==> src/rtl/bus_xfer_seq.sv <==
// bus_xfer_seq: register-to-register bus transfer sequencer.
// Accepts a source/destination code pair and runs a fixed
// DRIVE -> LATCH -> DONE sequence of one-hot bus strobes.
// Optional build macro: BUS_XFER_BACK2BACK_EN lets a new start be accepted in
// DONE, giving one transfer per 3 cycles instead of 4.
// All outputs are registered and show the state held before the edge, so
// each strobe appears one cycle after the FSM enters the matching state.
module bus_xfer_seq (
    input  logic        clock,
    input  logic        clear_n,
    input  logic        start,
    input  logic [4:0]  src_sel,
    input  logic [4:0]  dst_sel,
    output logic [23:0] out_en,
    output logic [23:0] in_en,
    output logic        busy,
    output logic        done,
    output logic        err,
    output logic [15:0] xfer_count
);

    typedef enum logic [1:0] {
        IDLE  = 2'd0,
        DRIVE = 2'd1,
        LATCH = 2'd2,
        DONE  = 2'd3
    } state_t;

    localparam logic [4:0] MAX_CODE = 5'd23;

    state_t     state;
    logic [4:0] src_q;
    logic [4:0] dst_q;
    logic       codes_ok;

    // Codes above 23 name no register; captured codes are always in range.
    function automatic logic [23:0] hot(input logic [4:0] code);
        return 24'(1) << code;
    endfunction

    assign codes_ok = (src_sel <= MAX_CODE) && (dst_sel <= MAX_CODE);

    // Sequencer state, captured codes and registered strobes/flags.
    always_ff @(posedge clock or negedge clear_n) begin
        if (!clear_n) begin
            state      <= IDLE;
            src_q      <= '0;
            dst_q      <= '0;
            out_en     <= '0;
            in_en      <= '0;
            busy       <= 1'b0;
            done       <= 1'b0;
            err        <= 1'b0;
            xfer_count <= '0;
        end else begin
            out_en <= '0;
            in_en  <= '0;
            done   <= 1'b0;
            err    <= 1'b0;
            busy   <= (state != IDLE);
            case (state)
                IDLE: begin
                    if (start) begin
                        if (codes_ok) begin
                            src_q <= src_sel;
                            dst_q <= dst_sel;
                            state <= DRIVE;
                        end else begin
                            err <= 1'b1;
                        end
                    end
                end
                DRIVE: begin
                    // Bus-settle cycle: source drives, nothing loads yet.
                    out_en <= hot(src_q);
                    state  <= LATCH;
                end
                LATCH: begin
                    out_en <= hot(src_q);
                    in_en  <= hot(dst_q);
                    state  <= DONE;
                end
                DONE: begin
                    done       <= 1'b1;
                    xfer_count <= xfer_count + 16'd1;
                    state      <= IDLE;
`ifdef BUS_XFER_BACK2BACK_EN
                    if (start) begin
                        if (codes_ok) begin
                            src_q <= src_sel;
                            dst_q <= dst_sel;
                            state <= DRIVE;
                        end else begin
                            err <= 1'b1;
                        end
                    end
`endif
                end
                default: state <= IDLE;
            endcase
        end
    end

endmodule

==> config.mk <==
export PLATFORM = sky130hd
export DESIGN_NAME = bus_xfer_seq
export DESIGN_NICKNAME = d
export VERILOG_FILES = /design/src/rtl/bus_xfer_seq.sv
export SDC_FILE = /design/constraint.sdc
export NUM_CORES = 1
export LEC_CHECK = 0
export BUFFER_PORTS_ARGS = -buffer_cell sky130_fd_sc_hd__buf_4
export CORE_ASPECT_RATIO = 0.5
export CORE_MARGIN = 2
export CORE_UTILIZATION = 51
export DETAILED_ROUTE_END_ITERATION = 7
export PLACE_DENSITY = 0.85
export SLEW_MARGIN = 15
export SYNTH_ARGS = -nofsm -noshare
export SYNTH_HDL_FRONTEND = slang
export SYNTH_SLANG_ARGS = --single-unit
==> constraint.sdc <==
create_clock -name clock -period 1.8 [get_ports clock]
set_input_delay 0.09 -clock clock [delete_from_list [all_inputs] [get_ports clock]]
set_output_delay 0.09 -clock clock [all_outputs]
set_load 0.02 [all_outputs]
# ---- Yosys cells after proc, flatten, opt, wreduce, memory -nomap -nowiden
# Cells that the tools add are included.
# W data, S select, Z words.
dict set report word_totals {
  output_inout_bits 67
  latchBits 0
  register_bits 79
  mem_bits_ro 0
  memories 0
  input_bits 13
  word_cells 34
  mem_bits_rw 0
}
dict set report classes {
  order_cmp 2
  add_sub_neg 1
  n_eq_ne 5
  div_mod_pow 0
  mux 9
  mul 0
  reduce_logical 6
  shifts 2
  bitwise_logic 0
}
# cell count
set ops {}
lappend ops {{$mux W24} 2}
lappend ops {{$shl A1 B5 Y24 const A} 2}
lappend ops {{$add A16 B1 Y16 const B} 1}
lappend ops {{$le A5 B5 Y1 const B} 2}
lappend ops {{$pmux W2 S4} 1}
lappend ops {{$eq A2 B2 Y1 const B} 2}
lappend ops {{$mux W1} 4}
lappend ops {{$mux W2} 2}
lappend ops {{$ne A2 B2 Y1 const B} 2}
lappend ops {{$reduce_and A3 Y1} 1}
lappend ops {{$eq A2 B1 Y1 const B} 1}
lappend ops {{$logic_not A2 Y1} 1}
lappend ops {{$reduce_and A2 Y1} 1}
lappend ops {{$reduce_bool A2 Y1} 1}
lappend ops {{$reduce_or A2 Y1} 1}
lappend ops {{$logic_and A1 B1 Y1} 1}

# ---- Logic depth before layout (Yosys ltp)
# Gate-level depths: netlist of run 1.
dict set report depth {
  word_depth 5
  mapped_depth 5
  mapped_depth_nobuf 5
}

# ---- Least setup slack after synthesis of run 1
# No wires, ideal clock.
dict set report synth_timing {
  path_kind {register to register}
  startpoint {register state[1]}
  endpoint {register xfer_count[13]}
  setup_slack_ns 0.411
  setup_time_ns 0.080
  path_buffers 1
  required_time_ns 1.720
  path_stages_with_launch 6
  t_arrival_ns 1.309
  period_less_slack_ns 1.389
  path_cell_list {dfrtp_1 > ha_1 > buf_2 > nand4_4 > nor4_2 > xor2_1}
}
dict set report synth_between {
  elab_chain_len 1
}
# item line
set synth_rtl {}
lappend synth_rtl {{start: declaration} 31} ;# state_t state;
lappend synth_rtl {{start signal: assignment} 46} ;# state <= IDLE;
lappend synth_rtl {{start signal: assignment} 67} ;# state <= DRIVE;
lappend synth_rtl {{start signal: assignment} 76} ;# state <= LATCH;
lappend synth_rtl {{$eq A2 B2 Y1} 61} ;# case (state)
lappend synth_rtl {{end signal: assignment} 85} ;# xfer_count <= xfer_count + 16'd1;
lappend synth_rtl {{end: declaration} 19} ;# output logic [15:0] xfer_count
# No other way between the ends.
# A chain may end at the register's enable or synchronous reset.

# ---- Worst setup path in the final report of run 1
dict set report layout_timing {
  startpoint {register state[0]}
  endpoint {register dst_q[0]}
}
dict set report layout_between {
  elab_chain_len 2
}
# item line
set layout_rtl {}
lappend layout_rtl {{$logic_not A2 Y1} 61}
lappend layout_rtl {{$reduce_and A3 Y1 (no line)} -}
lappend layout_rtl {{end signal: assignment} 66} ;# dst_q <= dst_sel;
lappend layout_rtl {{end: declaration} 33} ;# logic [4:0] dst_q;
# No other way between the ends.

==> impl_metrics.yaml, run 1 <==
placed_design:
  place.gp.congestion: 0.764
  portBuffers: 79
  hpwl_mm: 4.06
  placed_cells: 373
clock_network:
  root_buffer: "clkbuf_16"
  cts_resized: 0
  cts_buffer_depth: 2
  h-tree-depth: 3
  numCtsBuffers: 9
  cts_tree: "built"
  cts.reportedPaths.clkPinSlew_ps: 60
  insertion_delay_ps: 330
  cts_sinks: 79
critical_path:
  arrival_ps: 1960
  rr_worst_depth: 4
  endpoint_kind: "flop"
  critPathLaunchType: "flop"
  reg2reg_from: "state[0]"
  crit_fanout: 10
  crit_required_ps: 2010
  rr_endpoint: "dst_q[0]"
  path_class: "reg -> reg"
  r2r_setup_slack_ps: 60
synthesis:
  syn_nets: 243
  synth_cell_types: 26
  syn_avg_cell_area_um2: 12.9
  synth_area_leaders: "dfrtp_1, nor2_1, mux2_2"
  synthesis.instances: 225
  synth_edf_count: 0
  syn_area_um2: 2900
  synthArstFlopShare_pct: 100
  ys_ff_latch: 79
  synth_warnings: 0
  synth_area_leader_cell: "dfrtp_1"
  yosysSeqAreaShare_pct: 68.3
  yosysTopAreaCellShare_pct: 68.3
  synthFlopType: "dfrtp_1"
grt:
  grt_pass1_wl_mm: 9.94
  grt_pass1_vias: 2033
  antenna_found_initial: 0
  grt_max_degree: 80
  grt_util_all_layers_pct: 20.8
  grt.overflow.total: 0
status:
  outcome: "finished, final reports clean"
die:
  dieWidth_um: 111
  die_area_um2: 6340
  die_h_um: 57.3
  io_pins: 80
  core_um2: 5490
  rows: 19
  initial_utilization_pct: 52.7
routing:
  dr.first_iter.drc_count: 114
  ant_nets: 0
  drc: 0
  num_vias: 2041
  drt-pass1-iter-count: 4
  vias_per_cell: 5.14
  wl_mm: 6.13
  wl_per_cell_um: 15.4
timing:
  setup_viol: 0
  timing.clock.skew_ps: 6.06
  max_freq_mhz: 574
  rsz0062_at_grt: "false"
  finalCriticalPeriod_ps: 1740
  hold_viol: 0
  worst_pin_slew_ps: 942
  holdWs_ps: 10.5
  slew_headroom_pct: 37.2
  slew_viol_final: 0
  fin_tns_setup_ps: 0
  period_share_pct: 96.9
worst_hold_path:
  min-delay-start: "dst_sel[0]"
  whs_path_depth: 2
  hold_path_class: "in -> reg"
  holdPathEnd: "dst_q[0]"
layout:
  fin_util_pct: 72.2
  drive_above_1_share_pct: 35.2
  nNetsFinal: 338
  final_cell_mix: "dfrtp_1, buf_4, nor2_1"
  n_antenna_cell: 0
  fillCellCount: 353
  fin_cells: 397
  syn_to_final_growth_pct: 36.8
run:
  cap_violations: 0
power:
  p_per_area_nw_per_um2: 1490
  p_leak_nw: 2.04
  irDropWorstVdd_v: 0.000770
## where the power goes
| group | switching [mW] | internal, mW |
|---|---|---|
| clock | 0.663 | 1.24 |
| sequential | 0.324 | 2.10 |
| combinational | 0.945 | 0.642 |
| total | 1.93 | 3.98 |
## critical path, stage by stage (launching register included)
cell	delay, ps
dfrtp_1	380
inv_1	140
ha_1	230
and3_1	470
mux2_2	400
## synth_stat cells (3+ instances only)
cell type  number
dfrtp_1        79
ha_1            5
inv_1           4
mux2_2         12
nand2_1        13
nand2b_1        4
nand3_1         8
nand4_1         3
nor2_1         55
nor2b_1         4
nor3_1          3
nor4_2          3
xnor2_1         5
xor2_1         10
## cell families (layout without fill, tap and decap cells)
group	count (synthesis)	after routing	share of synthesized area, %
flops	79	79	68.3
xor+xnor	15	15	4.54
mux	13	13	5.01
simple gates	103	103	18.4
fa+ha+maj	5	5	2.16
compound gates	2	2	0.432
buf+inv	8	107	1.21
## layer usage
metal	vias up	part of all wire (%)	track usage, %
li1	923	-	-
met1	1029	41	24.9
met2	73	50	34.5
met3	16	6.1	7.97
met4	0	2.3	9.11
met5	-	0	0
## repair_timing
| action | in CTS | in global routing |
|---|---|---|
| buffers inserted | 0 | 0 |
| hold buffers | 9 | 0 |
| endpoints found under the hold margin | 87 | 0 |
## worst max-delay path by stage
stage	from	to	slack, ps	depth (start not counted)
finish	state[0]	dst_q[0]	60	4
floorplan	state[1]	xfer_count[13]	410	5
global route	state[0]	dst_q[0]	10	4
detailed placement	state[0]	src_q[4]	150	4
CTS	state[0]	dst_q[0]	90	4
global placement	state[0]	dst_q[0]	230	4
## final cells by class
| cell class | instances | area [um^2] | share of cell area, % |
|---|---|---|---|
| Clock buffer | 11 | 243 | 6.12 |
| Timing Repair Buffer | 88 | 683 | 17.2 |
| Multi-Input combinational cell | 138 | 885 | 22.3 |
| Clock inverter | 4 | 70.1 | 1.77 |
| Sequential cell | 79 | 1980 | 49.9 |
| Inverter | 4 | 15.0 | 0.379 |
| Tap cell | 73 | 91.3 | 2.30 |
## state kept, by name, summed over array words and instances (netlist names)
signal	cells
out_en	24
done	1
busy	1
src_q	5
dst_q	5
state	2
in_en	24
xfer_count	16
err	1
## metrics by stage
| stage | power [mW] | setup slack (ps) | cell area [um^2] |
|---|---|---|---|
| after floorplan | 3.38 | 411 | 2900 |
| final | 5.91 | 56.6 | 3960 |
| after global routing | 6.18 | 11.2 | 3960 |
| after detailed placement | 3.99 | 148 | 3560 |
| after global placement | 3.91 | 232 | 3560 |
| after CTS | 5.92 | 87.3 | 3960 |
Power figures use the tool's default switching activity.
==> run 2, diff against run 1 <==
--- a/config.mk
+++ b/config.mk
@@ -10,7 +10,7 @@
 export CORE_MARGIN = 2
 export CORE_UTILIZATION = 51
 export DETAILED_ROUTE_END_ITERATION = 7
-export PLACE_DENSITY = 0.85
+export PLACE_DENSITY = 0.83
 export SLEW_MARGIN = 15
 export SYNTH_ARGS = -nofsm -noshare
 export SYNTH_HDL_FRONTEND = slang
==> run 2 against run 1 <==
Effect of this change:
- combinational power barely moved
- clock skew rose by 2.0 ps
- die area did not move
- wire length rose by 6.3%
- worst setup slack improved by 130 ps
- register-to-register slack improved by 130 ps
- worst hold slack got worse by 3.2 ps
- cell count fell by 1.3%
- utilization fell by 0.16 points
- global-route usage rose by 1.2 points
- sequential cell count did not move
- critical path type unchanged
==> impl_metrics.yaml, run 2 (synthesized netlist as in run 1, its figures left out) <==
clock_network:
  cts_sinks: 79
  cts_buffer_depth: 2
  root_buffer: "clkbuf_16"
  cts.reportedPaths.clkPinSlew_ps: 60
  numCtsBuffers: 9
  h-tree-depth: 3
  insertion_delay_ps: 330
  cts_tree: "built"
timing:
  hold_viol: 0
  fin_tns_setup_ps: 0
  setup_viol: 0
  slew_headroom_pct: 64.3
  max_freq_mhz: 619
  worst_pin_slew_ps: 536
  slew_viol_final: 0
  period_share_pct: 89.7
  timing.clock.skew_ps: 8.04
  finalCriticalPeriod_ps: 1610
  rsz0062_at_grt: "false"
critical_path:
  path_class: "reg -> reg"
  crit_fanout: 8
  reg2reg_from: "state[1]"
  crit_start: "state[1]"
  endpoint_kind: "flop"
  r2r_setup_slack_ps: 190
  arrival_ps: 1870
  crit_required_ps: 2050
  critPathLaunchType: "flop"
routing:
  vias_per_cell: 5.24
  dr.first_iter.drc_count: 55
  num_vias: 2056
  drc: 0
  ant_nets: 0
  wl_mm: 6.51
  drt-pass1-iter-count: 5
  wl_per_cell_um: 16.6
layout:
  final_cell_mix: "buf_4, dfrtp_1, nor2_1"
  fin_util_pct: 72.0
  drive_above_1_share_pct: 37.0
  n_antenna_cell: 0
  final_common_cell: "buf_4"
  syn_to_final_growth_pct: 36.5
  largestRegisters: "in_en (24), out_en (24), xfer_count (16)"
  nNetsFinal: 333
run:
  cap_violations: 0
die:
  dieWidth_um: 111
  die_h_um: 57.3
  die_area_um2: 6340
  initial_utilization_pct: 52.7
  io_pins: 80
  core_um2: 5490
  rows: 19
power:
  p_leak_nw: 2.04
  irDropWorstVdd_v: 0.000912
  p_per_area_nw_per_um2: 1540
worst_hold_path:
  hold_path_class: "in -> reg"
  min-delay-start: "dst_sel[0]"
grt:
  grt_util_all_layers_pct: 22.0
  grt_pass1_vias: 2093
  grt_pass1_wl_mm: 10.6
  grt_max_degree: 44
  grt.overflow.total: 0
  antenna_found_initial: 0
placed_design:
  hpwl_mm: 4.26
  portBuffers: 79
  place.gp.congestion: 0.779
status:
  outcome: "finished, final reports clean"
[run 2: changes by cell type in the layout (fill, tap and decap cells not counted), sizes merged]
cell,previous run,this run
dlygate4sd3,9,2
buf,79,81
bufinv,2,3
clkbuf,11,10
clkinv,2,1
clkinvlp,0,1
[run 2: worst max-delay path: stages, from the launching register on]
cell and delay (ps):
dfrtp_1 410, ha_1 410, nand4_4 210, nor4_2 340, xor2_1 170
[run 2: power by group]
part | switching (mW) | total, mW | internal (mW)
Sequential | 0.341 | 2.44 | 2.10
Clock | 0.676 | 2.06 | 1.39
Combinational | 0.958 | 1.59 | 0.637
Total | 1.98 | 6.10 | 4.12
[run 2: worst paths after layout]
| kind | end | cells past startpoint |
|---|---|---|
| max | xfer_count[15] | 4 |
| min | dst_q[0] | 2 |
| max reg2reg | xfer_count[15] | 4 |
| min reg2reg | xfer_count[15] | 1 |
| max in group asynchronous | done | 3 |
| min in group asynchronous | dst_q[4] | 2 |
[run 2: repair_timing]
item / 4_1_cts / 5_1_grt
resized for setup: 0 / 1
hold buffers: 2 / 0
setup buffers: 0 / 0
endpoints found under the hold margin: 42 / 0
setup endpoints to repair: 0 / 10
[run 2: layout make-up]
type                       instances  area, um^2
sequential                        79        1980
fill                             355        1540
multi-input combinational        138         886
timing repair buffer              83         641
clock buffer                      10         239
clock inverter                     5         106
tap                               73        91.3
inverter                           4        15.0
[run 2: metal layers]
| layer | share of wire (%) | GRT usage [%] | vias up |
|---|---|---|---|
| met3 | 4.5 | 5.53 | 15 |
| met2 | 53 | 39.6 | 72 |
| met4 | 1.7 | 6.25 | 0 |
| met5 | 0 | 0 | - |
| li1 | - | - | 916 |
| met1 | 41 | 27.3 | 1053 |
[run 2: through the flow]
step | setup slack (ps) | total power, mW | instance area (um^2) | hold slack, ps | cells
2_1_floorplan | 411 | 3.38 | 2900 | -206 | 225
3_3_place_gp | 232 | 3.91 | 3590 | 98.0 | 375
3_5_place_dp | 163 | 4.00 | 3590 | 111 | 375
4_1_cts | 81.3 | 6.11 | 3950 | 0.801 | 392
5_1_grt | 80.1 | 6.37 | 3960 | 3.27 | 392
6_report | 185 | 6.10 | 3960 | 7.24 | 392
==> run 3, diff against run 2 <==
--- a/config.mk
+++ b/config.mk
@@ -10,6 +10,7 @@
 export CORE_MARGIN = 2
 export CORE_UTILIZATION = 51
 export DETAILED_ROUTE_END_ITERATION = 7
+export MAX_ROUTING_LAYER = met4
 export PLACE_DENSITY = 0.83
 export SLEW_MARGIN = 15
 export SYNTH_ARGS = -nofsm -noshare
==> run 3 against run 2 <==
Effect of this change:
- clock power about the same
- die area did not move
- largest cell class unchanged
- clock skew is essentially flat
- critical path type unchanged
- count of clock-buffer cells in the layout did not move
- global-route usage increased by 0.74 points
- largest power group unchanged
- sequential share of layout area stayed put
- sequential cell count did not move
- critical path depth did not move
==> impl_metrics.yaml, run 3 (synthesized netlist as in run 1, its figures left out) <==
timing:
  finalCriticalPeriod_ps: 1600
  hold_viol: 0
  fin_tns_setup_ps: 0
  setup_ws_ps: 198
  holdWs_ps: 6.61
  setup_viol: 0
  timing.clock.skew_ps: 7.77
  rsz0062_at_grt: "false"
  slew_viol_final: 0
  max_freq_mhz: 624
  slew_headroom_pct: 64.2
  worst_pin_slew_ps: 537
  period_share_pct: 89.0
critical_path:
  r2r_setup_slack_ps: 200
  critPathLaunchType: "flop"
  rr_endpoint: "xfer_count[15]"
  path_buf_inv: 0
  path_class: "reg -> reg"
  arrival_ps: 1850
  crit_fanout: 8
  worstPathCellList: "ha_1, nand4_4, nor4_2, xor2_1"
  crit_required_ps: 2050
  critPathMaxStageDelay_ps: 410
  rr_worst_depth: 4
  reg2reg_from: "state[1]"
  endpoint_kind: "flop"
  slowest_stage: "ha_1"
  critPathTopFamily: "simple AND/OR/NAND/NOR gates"
power:
  p_total_mw: 6.10
  p_per_area_nw_per_um2: 1540
  internal_power_mw: 4.12
  p_seq_share_pct: 40.0
  switching_share_pct: 32.4
  switchingPower_mw: 1.98
  p_comb_share_pct: 26.1
  p_leak_nw: 2.04
  p_clk_share_pct: 33.9
  irDropWorstVdd_v: 0.000914
grt:
  grt.overflow.total: 0
  grt_pass1_wl_mm: 10.6
  grt_max_degree: 44
  grt_pass1_vias: 2098
  antenna_found_initial: 0
  grt_util_all_layers_pct: 22.8
layout:
  final_cell_mix: "buf_4, dfrtp_1, nor2_1"
  fillCellCount: 355
  n_antenna_cell: 0
  syn_to_final_growth_pct: 36.5
  fin_util_pct: 72.0
  final_common_cell: "buf_4"
  drive_above_1_share_pct: 37.0
  nNetsFinal: 333
  largestRegisters: "in_en (24), out_en (24), xfer_count (16)"
run:
  cap_violations: 0
clock_network:
  cts_sinks: 79
  cts_buffer_depth: 2
  insertion_delay_ps: 330
  numCtsBuffers: 9
  cts_tree: "built"
  cts.reportedPaths.clkPinSlew_ps: 60
  h-tree-depth: 3
  root_buffer: "clkbuf_16"
routing:
  vias_per_cell: 5.16
  drt-pass1-iter-count: 4
  ant_nets: 0
  wl_per_cell_um: 16.6
  drc: 0
  wl_mm: 6.52
  dr.first_iter.drc_count: 61
  num_vias: 2024
worst_hold_path:
  holdPathEnd: "dst_q[0]"
  hold_path_class: "in -> reg"
  whs_path_depth: 2
  min-delay-start: "dst_sel[0]"
status:
  outcome: "finished, final reports clean"
placed_design:
  portBuffers: 79
  place.gp.congestion: 0.789
  place_ws_ps: 163
  hpwl_mm: 4.26
die:
  dieWidth_um: 111
  die_area_um2: 6340
  initial_utilization_pct: 52.7
  io_pins: 80
  core_um2: 5490
  die_h_um: 57.3
  rows: 19
==> run 3: cell counts in the layout (fill, tap and decap cells not counted) <==
No cell type changed its count.
==> run 3: power by group through the flow <==
stage	sequential [mW]	clock (mW)	combinational [mW]
after floorplan	2.60	0	0.780
after global placement	2.43	0	1.49
after detailed placement	2.45	0	1.55
after CTS	2.44	2.07	1.60
after global routing	2.48	2.17	1.73
final	2.44	2.07	1.60
==> run 3: layer usage <==
layer	vias up	global-route usage, %	wire length [um]
met3	11	5.53	336
met5	-	-	0
met1	1043	27.3	2650
met2	56	39.6	3440
li1	914	-	-
met4	0	6.25	96
==> run 3: worst max path at each step <==
stage                   from        endpoint  slack (ps)  cells past startpoint
finish              state[1]  xfer_count[15]         200                      4
global route        state[1]  xfer_count[15]          80                      4
CTS                 state[0]        dst_q[3]          80                      4
detailed placement  state[0]        src_q[0]         160                      4
global placement    state[0]        src_q[3]         230                      4
floorplan           state[1]  xfer_count[13]         410                      5
==> run 3: final cells by class <==
type	count	area, um^2	share of cell area (%)
Timing Repair Buffer	83	641	16.2
Sequential cell	79	1980	50.0
Clock inverter	5	106	2.69
Clock buffer	10	239	6.04
Inverter	4	15.0	0.380
Tap cell	73	91.3	2.31
Multi-Input combinational cell	138	886	22.4
==> run 3: worst register-to-register path, cell delays in order, from the launching register on <==
cell	delay (ps)
dfrtp_1	400
ha_1	410
nand4_4	210
nor4_2	340
xor2_1	170
==> run 3: per-stage QoR <==
step / std cells / area (um^2)
6_report: 392 / 3960
3_3_place_gp: 375 / 3590
2_1_floorplan: 225 / 2900
3_5_place_dp: 375 / 3590
4_1_cts: 392 / 3950
5_1_grt: 392 / 3960
==> run 3: what timing repair did <==
| item | CTS | global route |
|---|---|---|
| buffers inserted | 0 | 0 |
| gates resized for setup | 0 | 1 |
| endpoints found under the hold margin | 42 | 0 |
| endpoints found under the setup margin | 0 | 10 |
| hold buffers | 2 | 0 |
